`src/rtl/bank_response_reorder.sv`:
```
// Reorder buffer for bank responses: hands out in-order tags, accepts completions out of order,
// rebuilds the linear address and retires strictly in tag order. Optional stats: BANK_RSP_STATS_EN.
module bank_response_reorder #(
  parameter int ADDR_WIDTH = 32,
  parameter int BANKS      = 8,
  parameter int SWIZZLE    = 1,
  parameter int DATA_WIDTH = 32,
  parameter int DEPTH      = 8
) (
  input  logic                                   clk,
  input  logic                                   rst_n,
  input  logic                                   alloc_valid,
  output logic                                   alloc_ready,
  output logic [$clog2(DEPTH)-1:0]               alloc_tag,
  input  logic                                   rsp_valid,
  input  logic [$clog2(DEPTH)-1:0]               rsp_tag,
  input  logic [$clog2(BANKS)-1:0]               rsp_bank,
  input  logic [ADDR_WIDTH-$clog2(BANKS)-1:0]    rsp_row,
  input  logic [DATA_WIDTH-1:0]                  rsp_data,
  output logic                                   out_valid,
  input  logic                                   out_ready,
  output logic [$clog2(DEPTH)-1:0]               out_tag,
  output logic [ADDR_WIDTH-1:0]                  out_addr,
  output logic [DATA_WIDTH-1:0]                  out_data,
  output logic                                   err,
  output logic [31:0]                            stat_rsp_cnt,
  output logic [15:0]                            stat_err_cnt
);

  localparam int BANK_BITS = $clog2(BANKS);
  localparam int TAG_BITS  = $clog2(DEPTH);
  localparam int ROW_W     = ADDR_WIDTH - BANK_BITS;
  localparam logic [TAG_BITS:0]   FULL_CNT = (TAG_BITS+1)'(DEPTH);
  localparam logic [TAG_BITS:0]   CNT_ONE  = (TAG_BITS+1)'(1);
  localparam logic [TAG_BITS-1:0] PTR_ONE  = TAG_BITS'(1);

  // Inverse of the interleaver: the low address bits were XORed with the low row bits.
  function automatic logic [ADDR_WIDTH-1:0] f_rebuild_addr(
    input logic [BANK_BITS-1:0] bank,
    input logic [ROW_W-1:0]     row
  );
    logic [BANK_BITS-1:0] low;
    if (SWIZZLE != 0) begin
      low = bank ^ row[BANK_BITS-1:0];
    end else begin
      low = bank;
    end
    return {row, low};
  endfunction

  logic [DEPTH-1:0]      r_pend;
  logic [DEPTH-1:0]      r_done;
  logic [ADDR_WIDTH-1:0] r_addr [DEPTH];
  logic [DATA_WIDTH-1:0] r_data [DEPTH];
  logic [TAG_BITS-1:0]   r_wr_ptr;
  logic [TAG_BITS-1:0]   r_rd_ptr;
  logic [TAG_BITS:0]     r_count;
  logic                  r_err;

  logic                  w_alloc_fire;
  logic                  w_rsp_legal;
  logic                  w_rsp_illegal;
  logic                  w_retire;
  logic [ADDR_WIDTH-1:0] w_rsp_addr;

  // Pend is registered, so a tag granted this cycle still reads as not pending here.
  assign w_alloc_fire  = alloc_valid & alloc_ready;
  assign w_rsp_legal   = rsp_valid & r_pend[rsp_tag] & ~r_done[rsp_tag];
  assign w_rsp_illegal = rsp_valid & ~w_rsp_legal;
  assign w_retire      = out_valid & out_ready;
  assign w_rsp_addr    = f_rebuild_addr(rsp_bank, rsp_row);

  assign alloc_ready = (r_count < FULL_CNT);
  assign alloc_tag   = r_wr_ptr;
  assign out_valid   = r_done[r_rd_ptr];
  assign out_tag     = r_rd_ptr;
  assign out_addr    = r_addr[r_rd_ptr];
  assign out_data    = r_data[r_rd_ptr];
  assign err         = r_err;

  // Tag bookkeeping: pointers, occupancy, pend/done flags and the sticky error.
  always_ff @(posedge clk or negedge rst_n) begin
    if (!rst_n) begin
      r_pend   <= '0;
      r_done   <= '0;
      r_wr_ptr <= '0;
      r_rd_ptr <= '0;
      r_count  <= '0;
      r_err    <= 1'b0;
    end else begin
      if (w_alloc_fire) begin
        r_pend[r_wr_ptr] <= 1'b1;
        r_wr_ptr         <= r_wr_ptr + PTR_ONE;
      end
      if (w_rsp_legal) begin
        r_done[rsp_tag] <= 1'b1;
      end else if (w_rsp_illegal) begin
        r_err <= 1'b1;
      end
      // Head is done and alloc needs a free slot, so these indices never collide with the above.
      if (w_retire) begin
        r_pend[r_rd_ptr] <= 1'b0;
        r_done[r_rd_ptr] <= 1'b0;
        r_rd_ptr         <= r_rd_ptr + PTR_ONE;
      end
      case ({w_alloc_fire, w_retire})
        2'b10:   r_count <= r_count + CNT_ONE;
        2'b01:   r_count <= r_count - CNT_ONE;
        default: r_count <= r_count;
      endcase
    end
  end

  // Entry payload storage, written only by legal responses.
  always_ff @(posedge clk or negedge rst_n) begin
    if (!rst_n) begin
      for (int i = 0; i < DEPTH; i++) begin
        r_addr[i] <= '0;
        r_data[i] <= '0;
      end
    end else if (w_rsp_legal) begin
      r_addr[rsp_tag] <= w_rsp_addr;
      r_data[rsp_tag] <= rsp_data;
    end
  end

`ifdef BANK_RSP_STATS_EN
  logic [31:0] r_stat_rsp_cnt;
  logic [15:0] r_stat_err_cnt;

  // Retire count wraps; error count saturates.
  always_ff @(posedge clk or negedge rst_n) begin
    if (!rst_n) begin
      r_stat_rsp_cnt <= 32'd0;
      r_stat_err_cnt <= 16'd0;
    end else begin
      if (w_retire) begin
        r_stat_rsp_cnt <= r_stat_rsp_cnt + 32'd1;
      end
      if (w_rsp_illegal && (r_stat_err_cnt != 16'hFFFF)) begin
        r_stat_err_cnt <= r_stat_err_cnt + 16'd1;
      end
    end
  end

  assign stat_rsp_cnt = r_stat_rsp_cnt;
  assign stat_err_cnt = r_stat_err_cnt;
`else
  assign stat_rsp_cnt = 32'd0;
  assign stat_err_cnt = 16'd0;
`endif

endmodule

```
`config.mk`:
```
export PLATFORM = sky130hd
export DESIGN_NAME = bank_response_reorder
export DESIGN_NICKNAME = d
export VERILOG_FILES = /design/src/rtl/bank_response_reorder.sv
export SDC_FILE = /design/constraint.sdc
export NUM_CORES = 1
export LEC_CHECK = 0
export BUFFER_PORTS_ARGS = -buffer_cell sky130_fd_sc_hd__buf_2
export CORE_ASPECT_RATIO = 2
export CORE_MARGIN = 5
export CORE_UTILIZATION = 30
export CTS_BUF_LIST = sky130_fd_sc_hd__clkbuf_16
export DETAILED_ROUTE_END_ITERATION = 12
export GPL_TIMING_DRIVEN = 0
export PLACE_DENSITY = 0.52
export REMOVE_ABC_BUFFERS = 1
export SYNTH_ARGS = -nofsm -noshare
export SYNTH_HDL_FRONTEND = slang
export SYNTH_SLANG_ARGS = --single-unit
export TNS_END_PERCENT = 20
```
`constraint.sdc`:
```
create_clock -name clk -period 3.3 [get_ports clk]
set_input_delay 0.495 -clock clk [delete_from_list [all_inputs] [get_ports clk]]
set_output_delay 0.495 -clock clk [all_outputs]
set_load 0.02 [all_outputs]
```
==> flow_summary_export.csv, run 1 <==
group,metric,value,unit
run_status,status,"completed",
logic_synthesis,syn_inst,1807,
detailed_routing,top_layer,"met5",
sta,final-hold-violation-count,0,
logic_synthesis,yosysSeqAreaShare,0.549,
floorplan,coreArea,81300,um^2
global_route,grt_start_max_net_pins,127,
placed_design,place_congestion,0.728,
critical_path,worst_r2r_path_depth,8,
placed_design,post-place-ws,-1.32,ns
global_route,grt_pass1_wl,111000,um
logic_synthesis,ys_ff_latch,539,
pwr,p_leak,14.9,nW
logic_synthesis,synthesis.area,24600,um^2
detailed_routing,met3WireLength,3260,um
detailed_routing,vias,15791,
sta,rsz0062_at_grt,"yes",
detailed_routing,totalWireLength,74000,um
detailed_routing,drtPass1Iterations,6,
hold_path,min_delay_worst_endpoint,"err",
logic_synthesis,synth_flop_cell,"dfrtp_1",
floorplan,row_count,148,
detailed_routing,route.met2.wl,38500,um
pwr,peakVddDrop,0.391,mV
logic_synthesis,synth_edf_count,0,
clock_network,htree_levels,2,
global_route,track_usage,0.166,
pwr,power,12.9,mW
sta,timing.final.crit_share,0.983,
clock_network,cts_buffers,53,
clock_network,clockRootBuffer,"clkbuf_16",
detailed_routing,drt-vias-per-instance,5.11,
critical_path,r2r-end,"r_addr[197]",
global_route,grt-ovfl-total,0,
logic_synthesis,synth_async_sr_flop_share,1.00,
hold_path,hold_path_class,"primary input to flop",
logic_synthesis,ys_types,51,
logic_synthesis,ys_warn_count,0,
sta,worstMarginPinSlew,0.863,ns
sta,period_minus_slack,3.24,ns
detailed_routing,drc,0,
sta,max_freq,308,MHz
detailed_routing,drt_iter0_markers,720,
layout,nets,2075,
critical_path,critPathKind,"flop to flop",
detailed_routing,drt-met1-wl,29900,um
clock_network,clk_pin_slew,0.07,ns
floorplan,fp.dieArea,88000,um^2
layout,area_growth,20.4,%
floorplan,die_h,415,um
floorplan,die_w,212,um
sta,worst_slack,0.0563,ns
placed_design,dp_hpwl,46300,um
clock_network,clock-sinks,539,
critical_path,end_kind,"flop",
floorplan,ioPinCount,193,
critical_path,startpoint_type,"flop",
detailed_routing,wl_per_cell,23.9,um
placed_design,dp_cells,2946,
sta,slew_violations,0,
pwr,power_density,436,nW/um^2
hold_path,min_path_cells,3,
layout,drive_above_1_share,0.440,
floorplan,start_util,0.302,
clock_network,cts_tree,"yes",
critical_path,worstPathArrival,3.73,ns
layout,fin_cells,3092,
hold_path,min_from,"rsp_valid",
critical_path,reg2reg_slack,0.06,ns
run,drv_cap,0,
clock_network,cts_max_path_buffers,3,
global_route,antenna_found_initial,14,
critical_path,cp.required,3.78,ns
sta,finClkSkew,0.0256,ns
sta,tns,0,ns
critical_path,critical_path.max_fanout,10,
sta,setup_viol,0,
sta,slew_headroom,0.422,
layout,fillerInstances,7789,
logic_synthesis,avgSynthCellArea,13.6,um^2
critical_path,rr_startpoint,"r_done[3]",
clock_network,clk-insertion-delay-late,0.62,ns
global_route,first_global_vias,17133,
placed_design,io_buffers,144,
detailed_routing,final_antenna_net_count,0,
-- critical path, cell delays in order (launching register included) --
cell,delay [ns]
dfrtp_1,0.43
mux4_2,0.50
or3b_4,0.46
nor3b_4,0.64
buf_16,0.23
buf_8,0.16
buf_8,0.17
buf_16,0.16
mux2_2,0.33
-- placed cells by master (no fill, tap or decap), types with 44 or more instances in the layout --
cell type | netlist | routed
a221oi_1 | 53 | 51
conb_1 | 1 | 48
dfrtp_1 | 539 | 533
clkbuf_16 | 0 | 54
nand2_1 | 44 | 44
a22oi_1 | 56 | 56
mux2_2 | 523 | 523
nor2_1 | 64 | 52
buf_2 | 27 | 143
mux2i_1 | 119 | 119
a21oi_1 | 49 | 49
-- worst max-delay path by stage --
| stage | depth (start not counted) | from | end | slack [ns] |
|---|---|---|---|---|
| final | 8 | r_done[3] | r_addr[197] | 0.06 |
| after floorplan | 4 | out_tag[0] | out_data[26] | -5.01 |
| after CTS | 8 | r_done[3] | r_addr[197] | 0.0001 |
| after global routing | 9 | out_tag[0] | out_data[26] | -0.02 |
| after detailed placement | 12 | out_tag[0] | r_count[2] | -1.32 |
| after global placement | 5 | out_tag[0] | out_data[26] | -13.30 |
-- routing by layer --
| layer | track usage | up-vias |
|---|---|---|
| li1 | - | 6951 |
| met1 | 0.206 | 8352 |
| met2 | 0.295 | 358 |
| met3 | 0.0256 | 122 |
| met4 | 0.0502 | 8 |
| met5 | 0 | - |
-- report_power, final --
part / total [mW] / internal (mW) / switching (mW)
registers: 6.61 / 6.61 / 0.00161
logic: 0.345 / 0.0608 / 0.284
clock network: 5.93 / 3.27 / 2.66
-- timing repair --
action                                  CTS  global route
cloned                                    6             0
gates resized for setup                  33             4
endpoints found under the hold margin    72             0
hold buffers                              1             0
setup buffers                            37             3
pin swaps                                 8             4
endpoints found under the setup margin  106            45
-- kinds of logic after synthesis --
logic type / share of synthesized area
buf+inv: 0.0429
other cells: 0.000153
flops: 0.549
fa+ha+maj: 0.00255
compound gates: 0.0768
xor+xnor: 0.00392
mux: 0.297
simple gates: 0.0271
-- metrics by stage --
step | utilization | area [um^2] | hold WS (ns)
3_3_place_gp | 0.317 | 25700 | 0.467
2_1_floorplan | - | 23700 | 0.199
5_1_grt | 0.364 | 29600 | 0.157
4_1_cts | 0.363 | 29500 | 0.118
6_report | 0.364 | 29600 | 0.169
3_5_place_dp | 0.334 | 27200 | 0.475
-- layout make-up --
type | count | area (um^2) | share of cell area
Multi-Input combinational cell | 1136 | 10400 | 0.352
Clock buffer | 54 | 1350 | 0.0457
Inverter | 8 | 65.1 | 0.00220
Sequential cell | 539 | 13500 | 0.457
Tap cell | 1050 | 1310 | 0.0444
Antenna cell | 6 | 15.0 | 0.000508
Timing Repair Buffer | 259 | 2610 | 0.0883
Timing Repair inverter | 1 | 16.3 | 0.000550
Clock inverter | 39 | 297 | 0.0100
-- synthesized netlist by cell type (13+ instances only) --
library cell | count | area (um^2)
a21oi_1 | 49 | 245
a221oi_1 | 53 | 464
a22oi_1 | 56 | 420
buf_1 | 13 | 48.8
buf_2 | 27 | 135
buf_4 | 52 | 390
buf_6 | 20 | 225
clkbuf_1 | 60 | 225
dfrtp_1 | 539 | 13500
mux2_1 | 18 | 203
mux2_2 | 523 | 5890
mux2i_1 | 119 | 1190
nand2_1 | 44 | 165
nor2_1 | 64 | 240
o21ai_0 | 16 | 80.1
o221ai_1 | 23 | 201
o22ai_1 | 32 | 200
-- sequential cells by signal (all words and copies together) (netlist names) --
register / flops
r_count: 4
err: 1
r_addr: 256
out_tag: 3
r_pend: 8
r_done: 8
alloc_tag: 3
r_data: 256
(Power assumes the default switching activity.)
==> run 2: changes to the inputs <==
- CORE_UTILIZATION: 30 -> 60
- PLACE_DENSITY: 0.52 -> 0.86
==> run 2 against run 1 <==
- the run now ends with setup timing left
- critical path type unchanged
- fmax decreased by 1.7%
- core utilization increased by 33 points
- clock power decreased by 11%
- sequential share of layout area increased by 1.9 points
- combinational power increased by 2%
- critical endpoint is now r_count[2]
- first-iteration DRC count increased by 85%
==> flow_summary_export.csv, run 2 (synthesized netlist as in run 1, its figures left out) <==
group,metric,value,unit
run,drv_cap,0,
hold_path,min_path_cells,2,
critical_path,end_kind,"flop",
placed_design,place_congestion,0.800,
detailed_routing,drtPass1Iterations,7,
critical_path,critPathSlowestCell,"dfrtp_4",
pwr,switching_share,0.224,
pwr,p_leak,14.6,nW
sta,slew_headroom,0.400,
global_route,top_usage_layer,"met2",
floorplan,coreArea,40700,um^2
clock_network,clk_pin_slew,0.07,ns
pwr,power_frac_comb,0.029,
floorplan,row_count,105,
hold_path,hold_path_class,"primary input to flop",
critical_path,critical_path.max_fanout,31,
sta,finClkSkew,0.0158,ns
floorplan,die_w,153,um
global_route,use_met1,0.359,
sta,timing.final.crit_share,1.00,
layout,final_area,28400,um^2
global_route,grt_start_max_net_pins,126,
floorplan,fp.dieArea,45300,um^2
pwr,pwr-share-clk,0.430,
placed_design,dp_hpwl,37900,um
layout,top_regs,"r_addr (256), r_data (256)",
clock_network,clock-sinks,539,
critical_path,startpoint_type,"flop",
global_route,antenna_found_initial,5,
floorplan,die_h,296,um
clock_network,cts_tree,"yes",
critical_path,worst_r2r_path_depth,11,
placed_design,post-place-ws,-1.09,ns
sta,tns,-0.00000799,ns
sta,worst_slack,-0.00000799,ns
global_route,grt-ovfl-total,0,
detailed_routing,drt_iter0_markers,1334,
sta,worstMarginPinSlew,0.900,ns
placed_design,io_buffers,144,
clock_network,clk-insertion-delay-late,0.57,ns
critical_path,cp.required,3.75,ns
pwr,power_density,430,nW/um^2
clock_network,cts_max_path_buffers,3,
clock_network,clockRootBuffer,"clkbuf_16",
critical_path,path_cells,"buf_16, or2_4, o221ai_2, o21a_1, ha_1, xor2_1, ha_1, a21oi_1, xor2_1, nor2_1, xor2_1",
global_route,use_met2,0.474,
global_route,grt_pass1_wl,102000,um
sta,period_minus_slack,3.30,ns
layout,final_util,0.696,
clock_network,htree_levels,2,
pwr,seqPwrFrac,0.541,
critical_path,worst_path_largest_cell_delay,0.60,ns
critical_path,crit_top_cell,"xor2_1",
detailed_routing,drc,0,
detailed_routing,totalWireLength,66000,um
detailed_routing,vias,16632,
run_status,violations,"setup timing",
detailed_routing,drt-vias-per-instance,6.54,
global_route,use_met3,0.0570,
layout,nets,2046,
layout,drive_above_1_share,0.433,
run_status,status,"finished, violations left",
global_route,first_global_vias,17711,
sta,final-hold-violation-count,0,
layout,final_common_cell,"dfrtp_1",
layout,area_growth,15.5,%
clock_network,cts_buffers,47,
critical_path,critPathKind,"flop to flop",
sta,fin_hold_ws,0.248,ns
layout,layout_common_cells,"dfrtp_1, mux2_2, buf_2, mux2i_1, a22oi_1",
floorplan,ioPinCount,193,
sta,max_freq,303,MHz
detailed_routing,final_antenna_net_count,0,
floorplan,start_util,0.603,
pwr,p_int,9.47,mW
sta,slew_violations,0,
detailed_routing,wl_per_cell,25.9,um
pwr,p_sw,2.74,mW
sta,setup_viol,1,
pwr,peakVddDrop,0.642,mV
global_route,track_usage,0.283,
critical_path,worstPathArrival,3.75,ns
placed_design,placement.cell_area,26300,um^2
run 2: cell types whose count changed in the layout (fill, tap and decap cells not counted), sizes merged:
cell and delta:
diode -2, bufinv -2, buf -20, nor2 +1, clkinv +1, bufbuf -4, clkinvlp +2, inv -4
clkbuf -5
run 2: timing repair:
action | CTS | global route
setup buffers | 28 | 5
pin swaps | 10 | 2
endpoints found under the setup margin | 72 | 79
endpoints found under the hold margin | 83 | 0
gates resized for setup | 39 | 3
hold buffers | 1 | 0
gates cloned | 2 | 1
run 2: worst max-delay path: cells and delay by family (launching register included):
kind,cells,cell delay (ns)
compound gates,3,0.73
fa+ha+maj,2,0.53
xor+xnor,3,0.56
flops,1,0.60
buf+inv,1,0.24
simple gates,2,0.48
run 2: through the flow:
| stage | std cells | power (mW) |
|---|---|---|
| floorplan | 1682 | 6.81 |
| global placement | 2361 | 7.05 |
| detailed placement | 2418 | 7.08 |
| CTS | 2534 | 12.2 |
| global route | 2540 | 12.6 |
| finish | 2544 | 12.2 |
run 2: area by class of cell:
type,count,area [um^2]
diodes,4,10.0
clock buffers,48,1200
clock inverters,37,238
fillers,2590,12400
inverters,8,58.8
multi-input cells,1137,10400
flip-flops and latches,539,13500
well taps,535,669
repair buffers,236,2250
run 2: worst paths after layout:
kind | startpoint | endpoint | slack (ns)
worst max-delay path | out_tag[2] | r_count[2] | -0.000008
worst min-delay path | rsp_data[27] | r_data[187] | 0.25
worst max register to register | out_tag[2] | r_count[2] | -0.000008
worst min register to register | r_data[156] | r_data[156] | 0.49
max in group asynchronous | rst_n | r_data[44] | 0.75
min in group asynchronous | rst_n | r_addr[4] | 0.52
run 2: layer usage:
metal | wire length [um] | part of all wire
met1 | 24400 | 0.37
met4 | 3200 | 0.049
met5 | 16 | 0.00024
met3 | 5560 | 0.084
met2 | 32900 | 0.50
run 2: power by group through the flow:
stage | combinational [mW] | clock (mW) | sequential [mW]
floorplan | 0.0698 | 0 | 6.74
global placement | 0.317 | 0 | 6.74
detailed placement | 0.343 | 0 | 6.73
CTS | 0.348 | 5.29 | 6.61
global route | 0.391 | 5.58 | 6.60
finish | 0.351 | 5.25 | 6.61
==> run 3: changes to the inputs <==
--- a/config.mk
+++ b/config.mk
@@ -10,3 +10,3 @@
 export CORE_MARGIN = 5
-export CORE_UTILIZATION = 60
+export CORE_UTILIZATION = 54
 export CTS_BUF_LIST = sky130_fd_sc_hd__clkbuf_16
@@ -14,3 +14,3 @@
 export GPL_TIMING_DRIVEN = 0
-export PLACE_DENSITY = 0.86
+export PLACE_DENSITY = 0.82
 export REMOVE_ABC_BUFFERS = 1
==> constraint.sdc (replaced) <==
create_clock -name clk -period 3 [get_ports clk]
set_input_delay 0 -clock clk [delete_from_list [all_inputs] [get_ports clk]]
set_output_delay 0 -clock clk [all_outputs]
set_load 0.02 [all_outputs]
==> run 3 against run 2 <==
- the run still ends with setup timing left
- cell count rose by 3.0%
- sequential share of layout area down 0.74 points
- combinational power rose by 28%
- clock-buffer cell count rose by 1
- critical endpoint is now r_data[131]
==> flow_summary_export.csv, run 3 (synthesized netlist as in run 1, its figures left out) <==
group,metric,value,unit
critical_path,end_kind,"flop",
placed_design,dp_hpwl,39700,um
sta,slew_violations,0,
sta,rsz0062_at_grt,"yes",
clock_network,clock-sinks,539,
floorplan,fp.dieArea,50100,um^2
global_route,grt_start_max_net_pins,134,
sta,timing.final.crit_share,1.00,
critical_path,cp.required,3.45,ns
run,drv_cap,0,
critical_path,critical_path.max_fanout,13,
layout,layout_common_cells,"dfrtp_1, mux2_2, buf_2, mux2i_1, dlygate4sd3_1",
pwr,peakVddDrop,0.489,mV
pwr,p_leak,14.8,nW
pwr,power_density,470,nW/um^2
pwr,seqPwrFrac,0.537,
pwr,p_sw,2.96,mW
clock_network,clk-insertion-delay-late,0.57,ns
pwr,power_frac_comb,0.033,
layout,final_area,28800,um^2
floorplan,coreArea,45000,um^2
hold_path,hold_path_class,"primary input to flop",
placed_design,io_buffers,144,
floorplan,die_h,312,um
run_status,status,"finished, violations left",
detailed_routing,drt_iter0_markers,1091,
floorplan,ioPinCount,193,
sta,setup_viol,2,
critical_path,critPathKind,"flop to flop",
pwr,power,13.5,mW
layout,fin_cells,2621,
pwr,p_int,10.6,mW
sta,worst_slack,-0.00461,ns
clock_network,cts_max_path_buffers,3,
sta,period_minus_slack,3.00,ns
placed_design,post-place-ws,-1.72,ns
critical_path,startpoint_type,"flop",
floorplan,start_util,0.546,
clock_network,cts_tree,"yes",
layout,drive_above_1_share,0.406,
global_route,grt-ovfl-total,0,
detailed_routing,drtPass1Iterations,5,
critical_path,path_cells,"mux4_2, or3b_4, nor3b_4, buf_16, buf_16, buf_16, mux2_2",
pwr,pwr-share-clk,0.430,
sta,max_freq,333,MHz
pwr,switching_share,0.219,
clock_network,htree_levels,2,
detailed_routing,vias,16189,
floorplan,die_w,161,um
critical_path,worstPathArrival,3.45,ns
sta,worstMarginPinSlew,0.867,ns
sta,final-hold-violation-count,0,
clock_network,clockRootBuffer,"clkbuf_16",
floorplan,row_count,110,
detailed_routing,drc,0,
layout,nets,2102,
placed_design,dp_cells,2444,
layout,final_util,0.640,
layout,area_growth,17.3,%
critical_path,critPathSlowestCell,"nor3b_4",
sta,finClkSkew,0.0207,ns
global_route,antenna_found_initial,1,
detailed_routing,drt-vias-per-instance,6.18,
critical_path,crit_top_cell,"buf_16",
sta,slew_headroom,0.420,
global_route,track_usage,0.250,
global_route,first_global_vias,17753,
detailed_routing,wl_per_cell,24.1,um
placed_design,placement.cell_area,26300,um^2
detailed_routing,final_antenna_net_count,0,
placed_design,place_congestion,0.796,
global_route,grt_pass1_wl,99900,um
run_status,violations,"setup timing",
layout,top_regs,"r_addr (256), r_data (256)",
detailed_routing,totalWireLength,63100,um
critical_path,worst_path_largest_cell_delay,0.57,ns
layout,final_common_cell,"dfrtp_1",
clock_network,cts_buffers,46,
clock_network,clk_pin_slew,0.07,ns
-- run 3: changes by cell type in the layout (fill, tap and decap cells not counted), sizes merged --
cell and change:
clkinv -6, diode -3, clkinvlp -3, nand2b +1, buf -12, bufinv +1, inv +5, bufbuf +2
dlygate4sd3 +67
-- run 3: final timing paths --
kind | slack (ns) | startpoint | end | cells after the start
max | -0.005 | r_done[1] | r_data[131] | 7
min | 0.06 | rsp_bank[1] | r_addr[1] | 3
max reg2reg | -0.005 | r_done[1] | r_data[131] | 7
min reg2reg | 0.49 | r_data[155] | r_data[155] | 1
max in group asynchronous | 0.98 | rst_n | r_data[209] | 5
min in group asynchronous | 0.07 | rst_n | r_data[214] | 2
-- run 3: area by class of cell --
class	instances	area (um^2)
sequential	539	13500
clock buffer	49	1230
timing repair buffer	292	2750
tap	560	701
antenna	1	2.50
fill	3220	16200
clock inverter	34	214
inverter	8	42.5
multi-input combinational	1138	10400
-- run 3: power groups by stage --
stage | sequential [mW] | combinational, mW | clock, mW
after global routing | 7.26 | 0.499 | 6.19
after floorplan | 7.41 | 0.0768 | 0
after CTS | 7.27 | 0.452 | 5.90
after detailed placement | 7.41 | 0.375 | 0
final | 7.27 | 0.448 | 5.82
after global placement | 7.41 | 0.332 | 0
-- run 3: per-stage QoR --
stage | setup TNS [ns] | hold slack [ns]
after floorplan | -1236.79 | -0.296
after global placement | -7751.65 | 0.305
after detailed placement | -54.97 | 0.109
after CTS | -1.85 | 0.0365
after global routing | -2.17 | 0.0726
final | -0.00523 | 0.0584
-- run 3: repair_timing --
item	in CTS	in global routing
hold buffers	68	0
buffers inserted	11	9
endpoints found under the setup margin	220	149
hold endpoints to repair	609	0
pin swaps	7	1
cloned	5	0
resized for setup	23	3
-- run 3: per-layer routing --
metal	up-vias	share of wire	track usage
met2	576	0.53	0.446
li1	6988	-	-
met1	8458	0.38	0.297
met3	167	0.051	0.0383
met5	-	0	0
met4	0	0.042	0.112
-- run 3: worst max-delay path, delay by kind of cell, from the launching register on --
| kind | cells | cell delay (ns) |
|---|---|---|
| muxes | 2 | 0.81 |
| DFF | 1 | 0.46 |
| and+or+nand+nor | 2 | 1.03 |
| buffers and inverters | 3 | 0.56 |
